==> config.mk <==
export PLATFORM = sky130hd
export DESIGN_NAME = temp_sample_ctrl
export DESIGN_NICKNAME = d
export VERILOG_FILES = /design/src/rtl/temp_pkg.sv /design/src/rtl/temp_alarm.sv /design/src/rtl/temp_sample_ctrl.sv
export SDC_FILE = /design/constraint.sdc
export NUM_CORES = 1
export LEC_CHECK = 0
export BUFFER_PORTS_ARGS = -buffer_cell sky130_fd_sc_hd__buf_2
export CORE_MARGIN = 4
export CORE_UTILIZATION = 54
export DETAILED_ROUTE_END_ITERATION = 10
export GPL_TIMING_DRIVEN = 0
export PLACE_DENSITY = 0.83
export SLEW_MARGIN = 0
export SYNTH_ARGS = -nofsm -noshare
export SYNTH_HDL_FRONTEND = slang
export SYNTH_SLANG_ARGS = --single-unit
export TNS_END_PERCENT = 1
==> constraint.sdc <==
create_clock -name lfClk -period 4.1 [get_ports lfClk]
set_input_delay 0.205 -clock lfClk [delete_from_list [all_inputs] [get_ports lfClk]]
set_output_delay 0.205 -clock lfClk [all_outputs]
set_load 0.01 [all_outputs]
==> src/rtl/temp_pkg.sv <==
`default_nettype none
// ============================================================================
// Module      : temp_pkg
// Description : Definitions shared by the ring-oscillator temperature sensor
//               blocks (temp_sample_ctrl, temp_alarm, tempFsm, tempCounter).
//               Holds the sequencer state encoding and default widths.
// Revision    : 1.0 - initial release
// ============================================================================
package temp_pkg;

    // Default tempFsm result width. Also the result and threshold width.
    localparam int TEMP_WIDTH   = 8;
    // Default lfClk cycles allowed from the start pulse to the done rise.
    localparam int TEMP_TIMEOUT = 64;

    typedef enum logic [1:0] {
        IDLE  = 2'd0,
        START = 2'd1,
        CONV  = 2'd2,
        WAIT  = 2'd3
    } tempCtrlState_t;

endpackage
`default_nettype wire

==> src/rtl/temp_alarm.sv <==
`default_nettype none
// ============================================================================
// Module      : temp_alarm
// Description : High/low threshold alarms for the averaged temperature result.
//               The alarm flags are registered. They change only on a cycle
//               where update=1, and hold their value otherwise.
// Revision    : 1.0 - initial release
//
// Configuration macro:
//   TEMP_ALARM_HYST_EN - when defined, an alarm clears only once the value has
//                        moved HYST counts back past its threshold. The
//                        thresholds saturate at 0 and 2^WIDTH-1. When the
//                        macro is undefined, plain thresholds apply and HYST
//                        is unused.
//
// Ports:
//   clk        in   1      lfClk
//   rst_n      in   1      asynchronous active-low reset
//   update     in   1      a new value is being registered this cycle
//   value      in   WIDTH  the new result value
//   thrHigh    in   WIDTH  high threshold
//   thrLow     in   WIDTH  low threshold
//   alarmHigh  out  1      value above thrHigh
//   alarmLow   out  1      value below thrLow
// ============================================================================
module temp_alarm
    import temp_pkg::*;
#(
    parameter int WIDTH = TEMP_WIDTH,
    parameter int HYST  = 4
) (
    input  logic             clk,
    input  logic             rst_n,
    input  logic             update,
    input  logic [WIDTH-1:0] value,
    input  logic [WIDTH-1:0] thrHigh,
    input  logic [WIDTH-1:0] thrLow,
    output logic             alarmHigh,
    output logic             alarmLow
);

    logic high_q, high_d;
    logic low_q,  low_d;
    logic high_clr;
    logic low_clr;

`ifdef TEMP_ALARM_HYST_EN
    localparam logic [WIDTH:0] HYST_EXT = (WIDTH+1)'(HYST);

    logic [WIDTH-1:0] high_lim;
    logic [WIDTH-1:0] low_lim;
    logic [WIDTH:0]   low_sum;

    always_comb begin
        high_lim = '0;
        low_lim  = '1;
        low_sum  = {1'b0, thrLow} + HYST_EXT;
        // thrHigh - HYST, floored at zero
        if ({1'b0, thrHigh} >= HYST_EXT) begin
            high_lim = thrHigh - HYST_EXT[WIDTH-1:0];
        end
        // thrLow + HYST, capped at full scale
        if (!low_sum[WIDTH]) begin
            low_lim = low_sum[WIDTH-1:0];
        end
        high_clr = (value <= high_lim);
        low_clr  = (value >= low_lim);
    end
`else
    logic [31:0] unused_hyst;
    assign unused_hyst = 32'(HYST);

    always_comb begin
        high_clr = (value <= thrHigh);
        low_clr  = (value >= thrLow);
    end
`endif

    always_comb begin
        high_d = high_q;
        low_d  = low_q;
        if (update) begin
            if (value > thrHigh) begin
                high_d = 1'b1;
            end else if (high_clr) begin
                high_d = 1'b0;
            end
            if (value < thrLow) begin
                low_d = 1'b1;
            end else if (low_clr) begin
                low_d = 1'b0;
            end
        end
    end

    always_ff @(posedge clk or negedge rst_n) begin
        if (!rst_n) begin
            high_q <= 1'b0;
            low_q  <= 1'b0;
        end else begin
            high_q <= high_d;
            low_q  <= low_d;
        end
    end

    assign alarmHigh = high_q;
    assign alarmLow  = low_q;

endmodule
`default_nettype wire

==> src/rtl/temp_sample_ctrl.sv <==
`default_nettype none
// ============================================================================
// Module      : temp_sample_ctrl
// Description : Periodic sequencer and result stage for the ring-oscillator
//               temperature sensor. It pulses start to tempFsm, accumulates
//               2^AVG_LOG2 conversion results, and publishes their truncated
//               mean together with threshold alarms. It runs entirely in the
//               32768 Hz lfClk domain.
// Revision    : 1.0 - initial release
//
// Configuration macro:
//   TEMP_ALARM_HYST_EN - enables alarm clear hysteresis of HYST counts
//                        (see temp_alarm).
//
// Ports:
//   lfClk        in   1         low-frequency clock
//   rst_n        in   1         asynchronous active-low reset
//   enable       in   1         1 = run periodic conversions
//   period       in   PERIOD_W  idle lfClk cycles between conversions
//   thrHigh      in   WIDTH     high alarm threshold
//   thrLow       in   WIDTH     low alarm threshold
//   start        out  1         one-cycle start pulse to tempFsm
//   done         in   1         tempFsm done level (lfClk synchronous)
//   cycles       in   WIDTH     tempFsm result, stable while done=1
//   result       out  WIDTH     averaged result
//   resultValid  out  1         one-cycle pulse when result updates
//   alarmHigh    out  1         result above thrHigh
//   alarmLow     out  1         result below thrLow
//   busy         out  1         sequencer not in IDLE
//   timeoutErr   out  1         sticky conversion timeout flag
// ============================================================================
module temp_sample_ctrl
    import temp_pkg::*;
#(
    parameter int WIDTH    = TEMP_WIDTH,
    parameter int AVG_LOG2 = 2,
    parameter int PERIOD_W = 16,
    parameter int TIMEOUT  = TEMP_TIMEOUT,
    parameter int HYST     = 4
) (
    input  logic                lfClk,
    input  logic                rst_n,
    input  logic                enable,
    input  logic [PERIOD_W-1:0] period,
    input  logic [WIDTH-1:0]    thrHigh,
    input  logic [WIDTH-1:0]    thrLow,
    output logic                start,
    input  logic                done,
    input  logic [WIDTH-1:0]    cycles,
    output logic [WIDTH-1:0]    result,
    output logic                resultValid,
    output logic                alarmHigh,
    output logic                alarmLow,
    output logic                busy,
    output logic                timeoutErr
);

    localparam int ACC_W = WIDTH + AVG_LOG2;
    localparam int CNT_W = AVG_LOG2 + 1;
    localparam int TMR_W = $clog2(TIMEOUT + 1);
    localparam int NSAMP = 1 << AVG_LOG2;

    tempCtrlState_t      state_q, state_d;
    logic                done_q;
    logic                enable_q;
    logic [TMR_W-1:0]    timer_q, timer_d;
    logic [PERIOD_W-1:0] wait_q, wait_d;
    logic [ACC_W-1:0]    acc_q, acc_d;
    logic [CNT_W-1:0]    cnt_q, cnt_d;
    logic [WIDTH-1:0]    result_q, result_d;
    logic                result_valid_q, result_valid_d;
    logic                timeout_err_q, timeout_err_d;

    logic                done_rise;
    logic                enable_rise;
    logic [ACC_W-1:0]    acc_sum;
    logic [CNT_W-1:0]    cnt_inc;
    logic [PERIOD_W:0]   wait_next;

    assign done_rise   = done & ~done_q;
    assign enable_rise = enable & ~enable_q;
    assign acc_sum     = acc_q + ACC_W'(cycles);
    assign cnt_inc     = cnt_q + CNT_W'(1);
    assign wait_next   = {1'b0, wait_q} + (PERIOD_W+1)'(1);

    // The timeout timer holds the number of lfClk cycles since the start
    // pulse. It rests at zero outside CONV, so it is already clear in START.
    // START loads 1 for the first CONV cycle. A done rise is still accepted
    // on the cycle the timer reads TIMEOUT-1.
    always_comb begin
        state_d        = state_q;
        timer_d        = '0;
        wait_d         = '0;
        acc_d          = acc_q;
        cnt_d          = cnt_q;
        result_d       = result_q;
        result_valid_d = 1'b0;
        timeout_err_d  = timeout_err_q;

        if (enable_rise) begin
            timeout_err_d = 1'b0;
        end

        if (!enable) begin
            // Abort: drop partial averages. result and alarms are kept.
            state_d = IDLE;
            acc_d   = '0;
            cnt_d   = '0;
        end else begin
            case (state_q)
                IDLE: begin
                    state_d = START;
                end
                START: begin
                    timer_d = TMR_W'(1);
                    state_d = CONV;
                end
                CONV: begin
                    if (done_rise) begin
                        state_d = WAIT;
                        if (cnt_inc == CNT_W'(NSAMP)) begin
                            result_d       = acc_sum[ACC_W-1:AVG_LOG2];
                            result_valid_d = 1'b1;
                            acc_d          = '0;
                            cnt_d          = '0;
                        end else begin
                            acc_d = acc_sum;
                            cnt_d = cnt_inc;
                        end
                    end else if (timer_q == TMR_W'(TIMEOUT - 1)) begin
                        timeout_err_d = 1'b1;
                        acc_d         = '0;
                        cnt_d         = '0;
                        state_d       = WAIT;
                    end else begin
                        timer_d = timer_q + TMR_W'(1);
                    end
                end
                WAIT: begin
                    // A period of 0 behaves like 1: START on the next cycle.
                    if (wait_next >= {1'b0, period}) begin
                        state_d = START;
                    end else begin
                        wait_d = wait_next[PERIOD_W-1:0];
                    end
                end
                default: begin
                    state_d = IDLE;
                end
            endcase
        end
    end

    always_ff @(posedge lfClk or negedge rst_n) begin
        if (!rst_n) begin
            state_q        <= IDLE;
            done_q         <= 1'b0;
            enable_q       <= 1'b0;
            timer_q        <= '0;
            wait_q         <= '0;
            acc_q          <= '0;
            cnt_q          <= '0;
            result_q       <= '0;
            result_valid_q <= 1'b0;
            timeout_err_q  <= 1'b0;
        end else begin
            state_q        <= state_d;
            done_q         <= done;
            enable_q       <= enable;
            timer_q        <= timer_d;
            wait_q         <= wait_d;
            acc_q          <= acc_d;
            cnt_q          <= cnt_d;
            result_q       <= result_d;
            result_valid_q <= result_valid_d;
            timeout_err_q  <= timeout_err_d;
        end
    end

    // The alarms register the new result on the same edge that result
    // loads, so they are already valid during the resultValid pulse.
    temp_alarm #(
        .WIDTH (WIDTH),
        .HYST  (HYST)
    ) u_alarm (
        .clk       (lfClk),
        .rst_n     (rst_n),
        .update    (result_valid_d),
        .value     (result_d),
        .thrHigh   (thrHigh),
        .thrLow    (thrLow),
        .alarmHigh (alarmHigh),
        .alarmLow  (alarmLow)
    );

    // start is gated by enable so that an abort in START emits no pulse.
    assign start       = (state_q == START) & enable;
    assign busy        = (state_q != IDLE);
    assign result      = result_q;
    assign resultValid = result_valid_q;
    assign timeoutErr  = timeout_err_q;

endmodule
`default_nettype wire

Yosys cells after proc, flatten, opt, wreduce, memory -nomap -nowiden --
Cells that the tools add are included.
Word-level totals: register bits after elaboration 52, bits of input ports 44, logic and storage cells 82
Cells by class: add/sub/neg operators 4, $lt $le $gt $ge 5, equal/unequal tests 9, mux-type cells 39, bitwise logic cells 5, reduce and logical (&&, ||, !) cells 8
Operator list (number):
- 10-bit two-way mux | 5
- 16-bit two-way mux | 3
- 8-bit two-way mux | 4
- 7-bit two-way mux | 3
- 16-bit by 1-bit adder with 17-bit output (second input constant) | 1
- 17-bit by 16-bit >= comparator with 1-bit output | 1
- 3-bit two-way mux | 5
- 7-bit case mux with 2 select lines | 1
- 1-bit two-way mux | 13
- 10-bit by 8-bit adder with 10-bit output | 1
- 8-bit >= comparator | 1
- 8-bit greater-than comparator | 1
- 8-bit <= comparator | 1
- 8-bit less-than comparator | 1
- 2-bit two-way mux | 4
- 2-bit case mux with 4 select lines | 1
- 2-bit AND reduction | 4
- 7-bit by 1-bit adder with 7-bit output (second input constant) | 1
- 7-bit by 6-bit equality test with 1-bit output (second input constant) | 1
- 2-bit nonzero test | 3
- 2-bit equality test (second input constant) | 2
- 4-bit inequality test (second input constant) | 1
- 3-bit by 1-bit adder with 3-bit output (second input constant) | 1
- 1-bit bitwise AND | 3
- other kinds (7) | 8

Depth between registers and ports, before layout --
depth in word-level cells 9, depth in mapped cells 15, gate-level depth less buffers 13

By module --
Synthesis repeated with hierarchy kept, for this count alone.
Second synthesis, totals: cell total of the unflattened synthesis 376, area total of the unflattened synthesis 3517.1 um2
Modules (own cells, without submodules):
- temp_sample_ctrl | times used 1, cells each 317, area an instance 3064.2 um2
- temp_alarm | times used 1, cells each 59, area an instance 452.9 um2

Worst setup path after synthesis --
OpenSTA, ideal clock, no wires.
path kind register to register, start register cnt_q[0], end register u_alarm.high_q (netlist: u_alarm.alarmHigh), library setup time 0.121 ns, arrival 2.705 ns, slack 1.274 ns, cell stages (with the launch flop) 14, path buffers 2, cells stage by stage dfrtp_1 -> ha_1 -> and2b_1 -> o21ai_2 -> or3_1 -> buf_6 -> buf_2 -> o21ai_1 -> ha_1 -> a21o_1 -> a21o_1 -> a21oi_1 -> o31ai_1 -> a22o_1
Between the ends: word-level cells in the longest chain between the ends 9, elaborated cells on any way between the ends 15, classes of those cells add/sub (1); order compare (2); eq/ne (1); mux (9); reduce/logical (2)
Ends and longest elaborated chain:
- start: declaration | RTL line temp_sample_ctrl.sv:69 | logic [CNT_W-1:0] cnt_q, cnt_d;
- start signal: assignment | RTL line temp_sample_ctrl.sv:173 | cnt_q <= cnt_d;
- 3-bit by 1-bit adder with 3-bit output * | RTL line temp_sample_ctrl.sv:83 | assign cnt_inc = cnt_q + CNT_W'(1);
- 3-bit equality test * | RTL line temp_sample_ctrl.sv:121 | if (cnt_inc == CNT_W'(NSAMP)) begin
- 8-bit two-way mux * | RTL line temp_sample_ctrl.sv:121
- 8-bit two-way mux * | RTL line temp_sample_ctrl.sv:119 | if (done_rise) begin
- 8-bit two-way mux * | RTL line temp_sample_ctrl.sv:110 | case (state_q)
- 8-bit two-way mux * | RTL line temp_sample_ctrl.sv:104 | if (!enable) begin
- via result_d[5] | RTL line temp_sample_ctrl.sv:70 | logic [WIDTH-1:0] result_q, result_d;
- 8-bit greater-than comparator or 8-bit <= comparator (tied branches) | RTL line temp_alarm.sv:83, temp_alarm.sv:74
- 2-bit nonzero test (no line)
- 2-bit AND reduction (no line)
- end signal: assignment | RTL line temp_alarm.sv:101 | high_q <= high_d;
- end: declaration | RTL line temp_alarm.sv:42 | logic high_q, high_d;
Mark *: on every way through the listed nets, which the timed path passes. The rest lies on a longest branch. A chain may end at the register's enable or synchronous reset.

Worst setup path in the final report --
start register wait_q[0], end register wait_q[10]
Between the ends: word-level cells in the longest chain between the ends 5
Ends and longest elaborated chain:
- start: declaration | RTL line temp_sample_ctrl.sv:67 | logic [PERIOD_W-1:0] wait_q, wait_d;
- start signal: assignment | RTL line temp_sample_ctrl.sv:171 | wait_q <= wait_d;
- 16-bit by 1-bit adder with 17-bit output * | RTL line temp_sample_ctrl.sv:84 | assign wait_next = {1'b0, wait_q} + (PERIOD_W+1)'(1);
- 17-bit by 16-bit >= comparator with 1-bit output | RTL line temp_sample_ctrl.sv:141 | if (wait_next >= {1'b0, period}) begin
- 16-bit two-way mux * | RTL line temp_sample_ctrl.sv:141
- 16-bit two-way mux * | RTL line temp_sample_ctrl.sv:110
- 16-bit two-way mux * | RTL line temp_sample_ctrl.sv:104
- via wait_d[10] | RTL line temp_sample_ctrl.sv:67
Marks and branches as above.

==> summary.md <==
| Metric | Value |
|---|---|
| Critical path required time | 4.34 ns |
| Status | completed |
| Worst-Margin Slew | 1.14 ns |
| Crit. End Element | register |
| VDD IR-drop max | 157 uV |
| Post-CTS resize count | 0 |
| Syn avg cell area | 9.21 um2 |
| Clock Skew | 0.00547 ns |
| H-tree depth | 2 |
| DRC | 0 |
| Die width | 88.5 um |
| Final WS setup | 0.819 ns |
| CTS Sinks | 52 |
| Clk_lat worst skew | 0.31 ns |
| Fin Setup TNS | 0 ns |
| Synthesized flop and latch total | 52 |
| R2r worst-path depth | 13 |
| RSZ-0062 raised after global routing | false |
| First-pass GRT wire length | 12.5 mm |
| Max_cap viols | 0 |
| Hold Path End | done_q |
| Routed Antenna Nets | 0 |
| Layout cells sized above 1 | 17.0% |
| WL final | 7.26 mm |
| Average wire per standard cell | 13.9 um |
| Synth warn | 0 |
| Initial antenna violation count | 0 |
| DP Worst Slack | 0.916 ns |
| Largest family of logic cells by synthesized area | simple AND/OR/NAND/NOR gates |
| Drt pass-1 iters | 6 |
| Total gr overflow | 0 |
| Synth Area in Compound Gates | 12.5% |
| Post-synth EDFFs | 0 |
| Clk buf depth | 2 |
| P per Cell Area | 269 nW/um2 |
| Max-slew violations | 0 |
| Placer Congestion | 0.898 |
| Final Cycle Share | 80.0% |
| Initial cell density of the core | 55.4% |
| Root Buffer | clkbuf_8 |
| CP Class | register to register |
| Fmax | 0.305 GHz |
| Arr. time, crit path | 3.52 ns |
| Ys async rst share | 100% |
| Power Total | 1.07 mW |
| DR iter-0 viols | 142 |
| Commonest non-fill, non-tap cell in the layout | buf_2 |
| Adder-cell share of the synthesized area | 18.1% |
| Final Hold Fails | 0 |
| All-Layer GR Usage | 20.2% |
| WHS Path Cells | 1 |
| Simple-gate share of the synthesized area | 18.1% |
| Clock transition at the registers of the reported paths | 0.09 ns |
| Post-DR vias/cell | 5.44 |
| Sequential element share of the synthesized area | 37.2% |
| Via count | 2846 |
| Tmin final | 3.28 ns |
| XOR/XNOR share of the synthesized area | 6.51% |
| Setup Buffers After CTS | 0 |
| Area delta synth->final | 13.8% |
| Vias in the first global route | 2953 |
| Leak | 2.14 nW |
| Fin nets | 539 |
| Worst-path maximum fanout | 10 |
| Syn Inst Count | 380 |
| Startpoint Class | register |
| Post-cts hold buffer count | 1 |
| RR Endpoint | wait_q[10] |
| FP Rows | 29 |
| Cts bufs inserted | 5 |
| Synth cell types | 41 |
| Worst reg2reg startpoint | wait_q[0] |
| # diodes | 0 |
| DIE AREA | 7830 um2 |
| Worst hold path class | input pin to register |
| Fillers | 547 |
| Final setup fails | 0 |
| R2r setup slk | 0.82 ns |
| Syn Nets | 474 |
| CTS tree | yes |
| # IOs | 58 |
| Die outline height | 88.5 um |
| Core ar. | 6310 um2 |
| Top_reg_cell synth | dfrtp_1 |
| Slew HR | 23.7% |
| Port bufs | 57 |
| Pin count of the biggest net entering global routing | 53 |
| Most frequent cells in the layout | buf_2, dfrtp_1, ha_1 |
| Min-delay src | done |
| Multiplexer share of the synthesized area | 1.54% |
| Synthesized area | 3500 um2 |
| HPWL after DPL | 5.72 mm |
## routing by layer
layer / routed length [um] / global-route usage [%] / vias up
met5: 0 / 0 / -
met4: 116 / 6.32 / 0
met3: 264 / 3.91 / 10
met2: 3760 / 37.0 / 61
met1: 3120 / 23.8 / 1349
li1: - / - / 1426
## stage by stage
| step | area, um2 | utilization, % | hold slack (ns) | std cells |
|---|---|---|---|---|
| after floorplan | 3500 | - | -0.0906 | 380 |
| after global placement | 3880 | 61.5 | 0.326 | 514 |
| after detailed placement | 3880 | 61.5 | 0.326 | 514 |
| after CTS | 3980 | 63.0 | 0.00836 | 523 |
| after global routing | 3980 | 63.0 | 0.0113 | 523 |
| final | 3980 | 63.0 | 0.0219 | 523 |
## how the worst max path moves through the flow
stage,from,end,slack [ns],cells past startpoint
CTS,wait_q[0],wait_q[14],0.86,13
global placement,wait_q[0],wait_q[7],1.05,13
detailed placement,wait_q[0],wait_q[14],0.92,13
global route,wait_q[0],wait_q[14],0.60,13
finish,wait_q[0],wait_q[10],0.82,13
floorplan,cnt_q[0],u_alarm.alarmHigh,1.27,13
## power breakdown
group	switching, mW	leakage (nW)	internal, mW
combinational	0.127	1.38	0.0895
clock	0.168	0.0455	0.138
sequential	0.0170	0.718	0.531
## sequential cells by signal, summed over array words and instances (netlist names), 2 cells and up
name and count:
wait_q 16, acc_q 10, result 8, timer_q 7
cnt_q 3, state_q 2
## cells in the mapped netlist, types with 6 or more instances
cell type	n	area [um2]
nand3_1	15	75.1
and3_1	7	43.8
xnor2_1	13	114
o21ai_0	16	80.1
nand2_1	30	113
a21oi_1	20	100
ha_1	49	613
dfrtp_1	52	1300
nor2_1	20	75.1
o21ai_1	8	40.0
inv_1	45	169
xor2_1	13	114
nor2b_1	18	113
nand4_1	7	43.8
and2_1	6	37.5
## cells by family (layout without fill, tap and decap cells)
family,count (synthesis),in the layout
AO/OA/AOI/OAI,72,72
adder cells (fa/ha/maj),50,50
XOR/XNOR,26,26
flip-flops,52,52
multiplexers,5,5
buffers and inverters,51,117
AND/OR/NAND/NOR,124,124
## worst max-delay path, cell delays in order, from the launching register on
cell	delay [ns]
dfrtp_1	0.44
ha_1	0.25
nand4_1	0.25
nor3_2	0.38
nand3_1	0.14
xnor2_1	0.22
ha_1	0.30
a21oi_1	0.13
o21ai_0	0.10
a21oi_1	0.13
a21oi_1	0.11
or2_2	0.37
buf_2	0.22
nor2b_1	0.16
## layout make-up
class / count / area [um2] / area share (%)
inverters: 45 / 169 / 4.24
multi-input cells: 277 / 1990 / 49.9
repair buffers: 58 / 295 / 7.42
plain buffers: 6 / 42.5 / 1.07
well taps: 77 / 96.3 / 2.42
clock buffers: 8 / 90.1 / 2.26
flip-flops and latches: 52 / 1300 / 32.7
No activity file was read; power rests on OpenSTA's default activity.
